### src/rtl/pipeline_hazard_unit.sv
// Pipeline hazard unit: operand forwarding, load-use stall, branch flush and multi-cycle load wait.
// Define HAZARD_PERF_CNT_EN to build the stall/flush performance counters; otherwise they read 0.
module pipeline_hazard_unit #(
  parameter int REG_AW  = 5,
  parameter int MEM_LAT = 1,
  parameter int CNT_W   = 32
) (
  input  logic              clk,
  input  logic              rst,
  input  logic [REG_AW-1:0] Rs1_D,
  input  logic [REG_AW-1:0] Rs2_D,
  input  logic [REG_AW-1:0] Rs1_E,
  input  logic [REG_AW-1:0] Rs2_E,
  input  logic [REG_AW-1:0] RdE,
  input  logic [REG_AW-1:0] RdM,
  input  logic [REG_AW-1:0] RdW,
  input  logic              RegWriteE,
  input  logic              RegWriteM,
  input  logic              RegWriteW,
  input  logic              ResultSrcE,
  input  logic              ResultSrcM,
  input  logic              PCSrcE,
  output logic [1:0]        ForwardAE,
  output logic [1:0]        ForwardBE,
  output logic              StallF,
  output logic              StallD,
  output logic              StallE,
  output logic              StallM,
  output logic              FlushD,
  output logic              FlushE,
  output logic              FlushW,
  output logic              mem_busy,
  output logic [CNT_W-1:0]  stall_cycles,
  output logic [CNT_W-1:0]  flush_cycles
);

  localparam int WCNT_W = $clog2(MEM_LAT) + 1;
  localparam bit MULTI  = (MEM_LAT > 1);

  typedef enum logic {IDLE = 1'b0, WAIT = 1'b1} state_t;

  state_t             state;
  logic [WCNT_W-1:0]  wcnt;
  logic               load_m;
  logic               last_wait;
  logic               mem_stall;
  logic               load_use;
  logic [1:0]         fwd_a;
  logic [1:0]         fwd_b;

  function automatic logic [1:0] fwd_sel(
    input logic [REG_AW-1:0] rs,
    input logic              wr_m,
    input logic [REG_AW-1:0] rd_m,
    input logic              wr_w,
    input logic [REG_AW-1:0] rd_w
  );
    logic [1:0] sel;
    sel = 2'b00;
    if (wr_m && (rd_m != '0) && (rd_m == rs))      sel = 2'b10;
    else if (wr_w && (rd_w != '0) && (rd_w == rs)) sel = 2'b01;
    return sel;
  endfunction

  assign fwd_a = fwd_sel(Rs1_E, RegWriteM, RdM, RegWriteW, RdW);
  assign fwd_b = fwd_sel(Rs2_E, RegWriteM, RdM, RegWriteW, RdW);

  assign load_use = ResultSrcE & RegWriteE & (RdE != '0) & ((RdE == Rs1_D) | (RdE == Rs2_D));

  // The load stays held in M for the whole wait, so the release cycle must not re-arm.
  assign load_m    = ResultSrcM & RegWriteM & MULTI;
  assign last_wait = (wcnt == WCNT_W'(MEM_LAT - 1));
  assign mem_stall = (state == IDLE) ? load_m : !last_wait;

  always_ff @(posedge clk or negedge rst) begin
    if (!rst) begin
      state <= IDLE;
      wcnt  <= '0;
    end else begin
      case (state)
        IDLE: if (load_m) begin
          state <= WAIT;
          wcnt  <= WCNT_W'(1);
        end
        WAIT: if (last_wait) begin
          state <= IDLE;
          wcnt  <= '0;
        end else begin
          wcnt  <= wcnt + WCNT_W'(1);
        end
        default: begin
          state <= IDLE;
          wcnt  <= '0;
        end
      endcase
    end
  end

  // Priority: memory wait, then taken branch, then load-use; all forced low in reset.
  always_comb begin
    StallF    = 1'b0;
    StallD    = 1'b0;
    StallE    = 1'b0;
    StallM    = 1'b0;
    FlushD    = 1'b0;
    FlushE    = 1'b0;
    FlushW    = 1'b0;
    mem_busy  = 1'b0;
    ForwardAE = 2'b00;
    ForwardBE = 2'b00;
    if (rst) begin
      ForwardAE = fwd_a;
      ForwardBE = fwd_b;
      if (mem_stall) begin
        StallF   = 1'b1;
        StallD   = 1'b1;
        StallE   = 1'b1;
        StallM   = 1'b1;
        FlushW   = 1'b1;
        mem_busy = 1'b1;
      end else if (PCSrcE) begin
        FlushD = 1'b1;
        FlushE = 1'b1;
      end else if (load_use) begin
        StallF = 1'b1;
        StallD = 1'b1;
        FlushE = 1'b1;
      end
    end
  end

`ifdef HAZARD_PERF_CNT_EN
  logic [CNT_W-1:0] stall_q;
  logic [CNT_W-1:0] flush_q;

  always_ff @(posedge clk or negedge rst) begin
    if (!rst) begin
      stall_q <= '0;
      flush_q <= '0;
    end else begin
      if (StallF && (stall_q != '1))            stall_q <= stall_q + CNT_W'(1);
      if ((FlushD || FlushE) && (flush_q != '1)) flush_q <= flush_q + CNT_W'(1);
    end
  end

  assign stall_cycles = stall_q;
  assign flush_cycles = flush_q;
`else
  assign stall_cycles = '0;
  assign flush_cycles = '0;
`endif

endmodule

### config.mk
export PLATFORM = sky130hd
export DESIGN_NAME = pipeline_hazard_unit
export DESIGN_NICKNAME = d
export VERILOG_FILES = /design/src/rtl/pipeline_hazard_unit.sv
export SDC_FILE = /design/constraint.sdc
export NUM_CORES = 1
export LEC_CHECK = 0
export ABC_AREA = 1
export CORE_MARGIN = 1
export CORE_UTILIZATION = 32
export DETAILED_ROUTE_END_ITERATION = 6
export PLACE_DENSITY_LB_ADDON = 0.2
export SETUP_SLACK_MARGIN = 0.3
export SLEW_MARGIN = 20
export SYNTH_ARGS = -nofsm -noshare
export SYNTH_HDL_FRONTEND = slang
export SYNTH_SLANG_ARGS = --single-unit
### constraint.sdc
create_clock -name clk -period 1.55 [get_ports clk]
set_input_delay 0.2325 -clock clk [delete_from_list [all_inputs] [get_ports clk]]
set_output_delay 0.2325 -clock clk [all_outputs]
set_load 0.02 [all_outputs]
# Yosys cells after proc, flatten, opt, wreduce, memory -nomap -nowiden
# Cells that the tools add are included.
dict set report totals {
  regBits 2
  elab_cells 46
  in_bits 43
}
dict set report classes {
  add_sub_neg 1
  bitwise_logic 5
  eq_ne 6
  n_reduce_logical 9
  muxes 23
}
# operator n
set ops {}
lappend ops {{$eq A5 B5 Y1} 6}
lappend ops {{$mux W1} 18}
lappend ops {{$reduce_bool A5 Y1} 3}
lappend ops {{$mux W2} 4}
lappend ops {{$logic_and A1 B1 Y1} 6}
lappend ops {{$and A1 B1 Y1} 3}
lappend ops {{$pmux W1 S2} 1}
lappend ops {{$add A1 B1 Y1 const B} 1}
lappend ops {{$not A1 Y1} 1}
lappend ops {{$or A1 B1 Y1} 1}

# Longest topological paths before layout
dict set report logic_depth {
  ltp_word 7
  ltp_mapped 9
  depth_no_buf 8
}

# Worst setup path before layout
# Ideal clock, no wire load.
dict set report synth_path {
  path_kind {input -> output}
  start {input port RdE[3]}
  end {output port StallF}
  path_slack_ns 0.273
  n_path_buf 1
  required_time_ns 1.317
  path_stages 9
  arrival_ns 1.045
  path_cell_list {inv_1 nand2_1 nand2_1 nor2_1 nand3_1 nand2_1 nand2_2 nor2_2 buf_4}
}
dict set report synth_via {
  elab_chain_cells 7
}
# item line_no
set synth_rtl {}
lappend synth_rtl {{start, declared} 14} ;# input logic [REG_AW-1:0] RdE,
lappend synth_rtl {{$eq A5 B5 Y1 or $reduce_bool A5 Y1 (tied branches)} 68} ;# assign load_use = ResultSrcE & RegWriteE & (RdE != '0) & ((RdE == Rs1_D) | (RdE == Rs2_D));
lappend synth_rtl {{$or A1 B1 Y1 or $and A1 B1 Y1 (tied branches)} 68}
lappend synth_rtl {{$and A1 B1 Y1 *} 68}
lappend synth_rtl {{$mux W1 * (4 in series)} --}
lappend synth_rtl {{end, declared} 25} ;# output logic StallF,
# Every way passes the cells marked *; elsewhere a longest branch is shown, timed or not.

# Final worst setup path
dict set report layout_path {
  start {input port RdE[1]}
  end {output port FlushE}
}
dict set report layout_via {
  elab_chain_cells 7
}
# item line_no
set layout_rtl {}
lappend layout_rtl {{$eq A5 B5 Y1 or $reduce_bool A5 Y1 (tied branches)} 68}
lappend layout_rtl {{$or A1 B1 Y1 or $and A1 B1 Y1 (tied branches)} 68}
lappend layout_rtl {{$and A1 B1 Y1 *} 68}
lappend layout_rtl {{$mux W1 *} 124} ;# end else if (load_use) begin
lappend layout_rtl {{$mux W1 *} 121} ;# end else if (PCSrcE) begin
lappend layout_rtl {{$mux W1 *} 114} ;# if (mem_stall) begin
lappend layout_rtl {{$mux W1 *} 111} ;# if (rst) begin
lappend layout_rtl {{end, declared} 30} ;# output logic FlushE,
# Marked as above.

==> metrics.yaml <==
drt:
  wirelength_microns: 2420
  drt_first_iter_violations: 36
  viasPerCell: 3.65
  dr.pass1.iters: 3
  drtAntennaViolNets: 0
  wl_per_cell_microns: 8.22
  vias: 1072
  remaining_drc_errors: 0
worst_setup_path:
  crit_type: "primary input to output pin"
  cp_cell_sequence: "buf_8 > buf_4 > nor2_1 > nand3_1 > nand4_1 > inv_1 > nand2_2 > nand2_2 > buf_6"
  cp.required_ps: 1320
  startpoint: "RdE[1]"
  arrival_ps: 1030
  worstPathMaxFanout: 4
  crit_path_end_kind: "output pin"
  cpMostUsedCell: "nand2_2"
  slowest_delay_ps: 130
  worstSetupStartpointType: "primary input"
  slowest_stage: "buf_6"
finish:
  seqCellArea_sq_um: 0
  fin_nets: 295
  nFlopsAndLatches: 0
  final.fill_count: 352
  drive_above_1_share_pct: 39.2
  antenna_cells: 0
  finalInstanceArea_sq_um: 1600
  multi_input_comb_area_sq_um: 911
  clockBufferCount: 0
  area_delta_synth_final_pct: 45.5
hold_path:
  hold_start: "PCSrcE"
  hold_path_class: "primary input to output pin"
sta:
  period_share_pct: 81.5
  setup_violations: 0
  rsz0062_at_grt: "yes"
  clock.fmax_ghz: 0.792
  period_needed_ps: 1260
  final-max-slew-violation-count: 0
  finalHoldViolCount: 0
power:
  ir_drop_mv: 0.129
  p_int_uw: 180
  clkPwrFrac_pct: 0
  power.total_uw: 471
  p_per_area_nw_per_um2: 295
  pwr-share-comb_pct: 100.0
  p_switching_uw: 291
  leakage_uw: 0.000960
  p_seq_share_pct: 0
  p_sw_share_pct: 61.8
grt:
  grt_pass1_vias: 849
  grt_max_degree: 6
  antenna_found_initial: 0
  grt_usage_pct: 11.6
  grt_pass1_wl_microns: 3360
  grt_overflow: 0
run_status:
  outcome: "complete, no violations"
synth:
  synth_cell_type_count: 13
  synthTopCellsByArea: "buf_4, nand2_1, xnor2_1, inv_1, nor2_1"
  synth_warnings: 0
  syn_inst: 199
  netlist_area_sq_um: 1100
  yosysTopAreaCellShare_pct: 47.3
  avgSynthCellArea_sq_um: 5.51
  yosys.area.top_type: "buf_4"
  yosysSeqAreaShare_pct: 0
floorplan:
  dieArea_sq_um: 3660
  die_w_microns: 60.5
  fp.coreArea_sq_um: 3150
  die-height_microns: 60.5
  pin_count: 119
  std_cell_rows: 20
  initial_utilization_pct: 34.8
placed_design:
  gp_congestion: 0.784
  dpl-instance-area_sq_um: 1400
  io_buffer_count: 49
  dp_hpwl_microns: 2000
job:
  drv_cap: 0
clock_network:
  cts_hold_buf: 0
-- stage by stage --
step                      hold slack (ps)  std cells  worst slack, ps  utilization [%]  TNS, ps
after floorplan                       499        266              352                -        0
after global placement               1560        293             -632             44.5    -4530
after detailed placement             1570        293             -631             44.5    -4480
after CTS                             898        293              253             44.1        0
after global routing                  918        294              170             50.6        0
final                                 898        294              287             50.6        0
-- cell families after synthesis --
family / count (synthesis) / synth area share [%]
buf+inv: 96 / 56.5
simple gates: 85 / 31.3
xor+xnor: 12 / 9.59
compound gates: 5 / 2.28
other cells: 1 / 0.342
-- placed cells by master, fill, tap and decap left out, types with 4 or more instances in the layout --
master / instances
nand2_2: 10
xnor2_2: 9
conb_1: 68
inv_2: 7
o21ai_2: 4
buf_8: 7
nand3_1: 6
buf_6: 23
nor2_2: 7
nor2_1: 11
buf_4: 7
buf_2: 11
dlygate4sd2_1: 5
inv_1: 16
nand2_1: 41
-- synth_stat cells, drive strengths merged --
| master | instances |
|---|---|
| buf | 69 |
| conb | 1 |
| inv | 27 |
| nand2 | 51 |
| nand3 | 8 |
| nand4 | 1 |
| nor2 | 20 |
| nor3 | 5 |
| o21ai | 5 |
| xnor2 | 12 |
-- area by class of cell --
type | instances | share of cell area (%)
inverters | 27 | 7.14
multi-input cells | 170 | 57.1
well taps | 44 | 3.45
repair buffers | 53 | 32.3
-- worst paths after layout --
check	end	depth (start not counted)
setup / recovery	FlushE	9
hold / removal	StallF	3
-- critical path, delay by kind of cell --
kind / cells / cell delay, ps
buffers and inverters: 4 / 410
AND/OR/NAND/NOR: 5 / 400
-- power groups by stage --
stage               Sequential (uW)  Combinational (uW)  Clock (uW)
finish                            0                 471           0
CTS                               0                 407           0
global placement                  0                 405           0
detailed placement                0                 404           0
global route                      0                 513           0
floorplan                         0                 379           0
-- routing by layer --
| metal | wire (microns) | GRT usage [%] | part of all wire (%) |
|---|---|---|---|
| met3 | 203 | 0.640 | 8.4 |
| met1 | 939 | 15.1 | 39 |
| met2 | 1270 | 22.1 | 53 |
| met4 | 0 | 0 | 0 |
| met5 | 0 | 0 | 0 |
-- repair_timing --
item                                    4_1_cts  5_1_grt
pin swaps                                    55       40
endpoints found under the setup margin        8        7
buffers inserted                              0        1
resized for setup                           239       61
No activity file was read; power rests on OpenSTA's default activity.
